### config.mk
export PLATFORM = sky130hd
export DESIGN_NAME = baby_mem_responder
export DESIGN_NICKNAME = d
export VERILOG_FILES = /design/src/rtl/baby_mem_responder.sv
export SDC_FILE = /design/constraint.sdc
export NUM_CORES = 1
export LEC_CHECK = 0
export CAP_MARGIN = 30
export CORE_AREA = 2 2 97 99
export DETAILED_ROUTE_END_ITERATION = 12
export DIE_AREA = 0 0 99 101
export DONT_BUFFER_PORTS = 1
export GPL_ROUTABILITY_DRIVEN = 0
export GPL_TIMING_DRIVEN = 0
export PLACE_DENSITY = 0.76
export SLEW_MARGIN = 0
export SYNTH_ARGS = -nofsm -noshare
export SYNTH_HDL_FRONTEND = slang
export SYNTH_SLANG_ARGS = --single-unit
### constraint.sdc
create_clock -name clock -period 2.5 [get_ports clock]
set_input_delay 0.5 -clock clock [delete_from_list [all_inputs] [get_ports clock]]
set_output_delay 0.5 -clock clock [all_outputs]
set_load 0.02 [all_outputs]
### src/rtl/baby_mem_responder.sv
// Memory-side responder: moves one 32-bit word as four byte beats over a four-phase
// req/ack bus, little-endian, aborting a beat that stalls for TIMEOUT cycles.
module baby_mem_responder #(
  parameter int unsigned TIMEOUT = 255
) (
  input  logic        clock,
  input  logic        reset_i,
  input  logic        start_i,
  input  logic [4:0]  ram_addr_i,
  input  logic        ram_rw_en_i,
  input  logic [31:0] ram_data_i,
  output logic [31:0] ram_data_o,
  output logic        busy_o,
  output logic        done_o,
  output logic        err_o,
  output logic        ext_req_o,
  input  logic        ext_ack_i,
  output logic        ext_we_o,
  output logic [6:0]  ext_addr_o,
  output logic [7:0]  ext_data_o,
  input  logic [7:0]  ext_data_i
);

  localparam logic [7:0] TimeoutCnt = 8'(TIMEOUT);

  typedef enum logic [1:0] {StIdle, StReq, StRelease, StDone} state_e;

  state_e      state_q, state_d;
  logic [4:0]  addr_q, addr_d;
  logic        rw_q, rw_d;
  logic [31:0] wdata_q, wdata_d;
  logic [31:0] shadow_q, shadow_d;
  logic [31:0] rdata_q, rdata_d;
  logic [1:0]  lane_q, lane_d;
  logic [7:0]  cnt_q, cnt_d;
  logic        err_q, err_d;
  logic        timed_out;
  logic        active;

  // This waiting cycle is the TIMEOUT-th one spent in the current phase.
  assign timed_out = (cnt_q + 8'd1) == TimeoutCnt;
  assign active    = (state_q == StReq) || (state_q == StRelease);

  always_comb begin
    state_d  = state_q;
    addr_d   = addr_q;
    rw_d     = rw_q;
    wdata_d  = wdata_q;
    shadow_d = shadow_q;
    rdata_d  = rdata_q;
    lane_d   = lane_q;
    cnt_d    = cnt_q;
    err_d    = err_q;
    unique case (state_q)
      StIdle: begin
        if (start_i) begin
          addr_d  = ram_addr_i;
          rw_d    = ram_rw_en_i;
          wdata_d = ram_data_i;
          lane_d  = 2'd0;
          cnt_d   = 8'd0;
          err_d   = 1'b0;
          state_d = StReq;
        end
      end
      StReq: begin
        // An ack always wins over a timeout landing in the same cycle.
        if (ext_ack_i) begin
          if (!rw_q) shadow_d[8*lane_q +: 8] = ext_data_i;
          cnt_d   = 8'd0;
          state_d = StRelease;
        end else if (timed_out) begin
          err_d   = 1'b1;
          state_d = StDone;
        end else begin
          cnt_d = cnt_q + 8'd1;
        end
      end
      StRelease: begin
        if (!ext_ack_i) begin
          cnt_d = 8'd0;
          if (lane_q == 2'd3) begin
            state_d = StDone;
          end else begin
            lane_d  = lane_q + 2'd1;
            state_d = StReq;
          end
        end else if (timed_out) begin
          err_d   = 1'b1;
          state_d = StDone;
        end else begin
          cnt_d = cnt_q + 8'd1;
        end
      end
      StDone: begin
        if (!rw_q && !err_q) rdata_d = shadow_q;
        state_d = StIdle;
      end
      default: state_d = StIdle;
    endcase
  end

  always_ff @(posedge clock) begin
    if (reset_i) begin
      state_q  <= StIdle;
      addr_q   <= '0;
      rw_q     <= 1'b0;
      wdata_q  <= '0;
      shadow_q <= '0;
      rdata_q  <= '0;
      lane_q   <= '0;
      cnt_q    <= '0;
      err_q    <= 1'b0;
    end else begin
      state_q  <= state_d;
      addr_q   <= addr_d;
      rw_q     <= rw_d;
      wdata_q  <= wdata_d;
      shadow_q <= shadow_d;
      rdata_q  <= rdata_d;
      lane_q   <= lane_d;
      cnt_q    <= cnt_d;
      err_q    <= err_d;
    end
  end

  always_comb begin
    ram_data_o = rdata_q;
    busy_o     = state_q != StIdle;
    done_o     = state_q == StDone;
    err_o      = (state_q == StDone) && err_q;
    ext_req_o  = state_q == StReq;
    ext_we_o   = 1'b0;
    ext_addr_o = '0;
    ext_data_o = '0;
    if (active) begin
      ext_we_o   = rw_q;
      ext_addr_o = {addr_q, lane_q};
      if (rw_q) ext_data_o = wdata_q[8*lane_q +: 8];
    end
  end

endmodule

==> results_dict.tcl <==
set metrics [dict create \
    final_cell_mix "185 x nand2_1, 113 x dfxtp_1, 109 x a21oi_1" \
    cts_tree "done" \
    cts_buffer_depth 2 \
    met3WireLength_um 929 \
    cts_root_buf "clkbuf_8" \
    multiInputGateArea_um2 2370 \
    period_needed_ns 2.44 \
    tightest_slew_ns 0.811 \
    peakVddDrop_v 0.000532 \
    timing.hold.ws_ns 0.121 \
    p_leak_uw 0.00195 \
    pwr_density_cell_nw_per_um2 885 \
    ioPinCount 102 \
    n_antenna_cell 0 \
    core_um2 8980 \
    port_buffers 0 \
    async_reset_ff_share_pct 0 \
    fmax_mhz 410 \
    max_stage_delay_ns 0.40 \
    cp.arrival_ns 1.94 \
    hold_path.class "primary input to flip-flop" \
    finalSetupViolCount 0 \
    rsz0062_at_grt "true" \
    num_rows 35 \
    hpwl_mm 8.60 \
    antenna_found_initial 0 \
    finClkSkew_ns 0.0139 \
    power.total_uw 5010 \
    synth_top_cell_area_share_pct 47.5 \
    die_h_um 101 \
    h-tree-depth 4 \
    first_global_vias 4047 \
    drt-met1-wl_mm 5.11 \
    clk_pin_slew_ns 0.06 \
    crit_path_top_delay_cell "dfxtp_1" \
    period_share_pct 97.5 \
    crit_fanout 9 \
    initial_core_util_pct 54.0 \
    crit_required_ns 2.00 \
    tns_ns 0 \
    endpoint_kind "output port" \
    cp_num_buf_inv 2 \
    dieArea_um2 10000 \
    layout_commonest_cell "nand2_1" \
    fillCellCount 769 \
    hold_viol 0 \
    crit_path_start_kind "flip-flop" \
    avgSynthCellArea_um2 8.08 \
    clk-insertion-delay-late_ns 0.51 \
    cts_sinks 115 \
    synthTopCellsByArea "dfxtp_1 47%, nand2_1 14%, a21oi_1 11%" \
    dr.max_layer_used "met4" \
    vias_per_cell 5.74 \
    drv_cap 0 \
    synth.yosys.seq_area_share_pct 47.5 \
    path_cells "inv_1 -> ha_4 -> and2_1 -> clkbuf_4 -> and2_2" \
    yosys_warnings 0 \
    syn_area_um2 4850 \
    grt_max_degree 17 \
    wl_met2_mm 6.01 \
    grt_pass1_wl_mm 19.7 \
    drtPass1Iterations 7 \
    synth-main-ff-cell "dfxtp_1" \
    grt_usage_pct 24.9 \
    die_width_um 99 \
    crit_family "flip-flops" \
    drive_above_1_share_pct 11.2 \
    final_core_util_pct 63.1 \
    relSlewSlack_pct 45.8 \
    fin_nets 680 \
    cts_buffers 17 \
    drc 0 \
    area.growth.synth_to_final_pct 16.8 \
    seq_area_um2 2300 \
    status "complete, no violations" \
    grt_overflow 0 \
    drtIter0Drc 295 \
    num_vias 4266 \
    post_cts_buffers 0 \
    synth_edf_count 0 \
    drt_wl_total_mm 12.2 \
    syn_inst 600 \
    setup.worst_path.class "flip-flop to output port" \
    synth_seq_cells 115 \
    yosys.area.top_type "dfxtp_1" \
    wire_per_inst_um 16.5 \
    drv_slew 0 \
    detail-route-antenna-nets 0 \
    syn_nets 661 \
    yosysUniqueCellTypes 49 \
]
==> where the power goes <==
part | internal [µW] | total, µW | switching [µW]
Clock | 1650 | 2570 | 925
Sequential | 1910 | 1960 | 49.6
Combinational | 157 | 472 | 315
==> timing repair <==
item / 4_1_cts / 5_1_grt
resized for setup: 10 / 8
setup endpoints to repair: 34 / 12
hold buffers: 0 / 0
==> cells in the mapped netlist (3+ instances only) <==
cell and n:
mux4_2 8, nor2_1 12, and2_1 19, ha_1 11, nor3_1 3, dfxtp_1 115
buf_1 4, a21oi_1 109, clkbuf_1 28, o21ai_0 7, nand3b_1 4, nor3b_1 3
nand2_1 185, nand3_1 36, inv_1 9, nand2b_1 4
==> cell families (layout without fill, tap and decap cells) <==
kind of cell | Yosys count | count (layout) | synth area share (%)
XOR/XNOR | 1 | 1 | 0.181
AO/OA/AOI/OAI | 135 | 135 | 15.3
multiplexers | 8 | 8 | 3.72
flip-flops | 115 | 115 | 47.5
buffers and inverters | 46 | 78 | 4.18
adder cells (fa/ha/maj) | 11 | 11 | 2.84
AND/OR/NAND/NOR | 284 | 284 | 26.3
==> layer usage <==
metal | vias up | GRT usage [%]
li1 | 2075 | -
met1 | 2023 | 29.8
met2 | 150 | 42.0
met3 | 18 | 8.67
met4 | 0 | 8.11
met5 | - | 0
==> path summary, 6_finish.rpt <==
path	depth (start not counted)	endpoint	startpoint	slack, ns
hold reg to reg	2	addr_q[2]	addr_q[2]	0.45
setup reg to reg	6	shadow_q[0]	lane_q[1]	0.19
setup / recovery	5	ext_data_o[2]	state_q[1]	0.06
hold / removal	2	wdata_q[13]	ram_data_i[13]	0.12
==> final cells by class <==
class	count	area share, %
clock inverters	15	3.80
well taps	111	2.45
flip-flops and latches	115	40.7
multi-input cells	439	41.9
clock buffers	17	7.31
plain buffers	37	3.18
inverters	9	0.597
==> through the flow <==
step	cells	cell area [µm²]	worst slack (ns)
after floorplan	600	4850	0.476
after detailed placement	711	4990	-0.130
after global placement	711	4990	-0.0128
after global routing	743	5660	-0.0149
final	743	5660	0.0630
after CTS	743	5650	0.00324
==> state kept, by name, indices dropped and copies added (netlist names) <==
register and cells:
lane_q 2, shadow_q 32, state_q 2, err_q 1, cnt_q 8, rw_q 1, ram_data_o 32, addr_q 5
wdata_q 32
No activity file was read; power rests on OpenSTA's default activity.
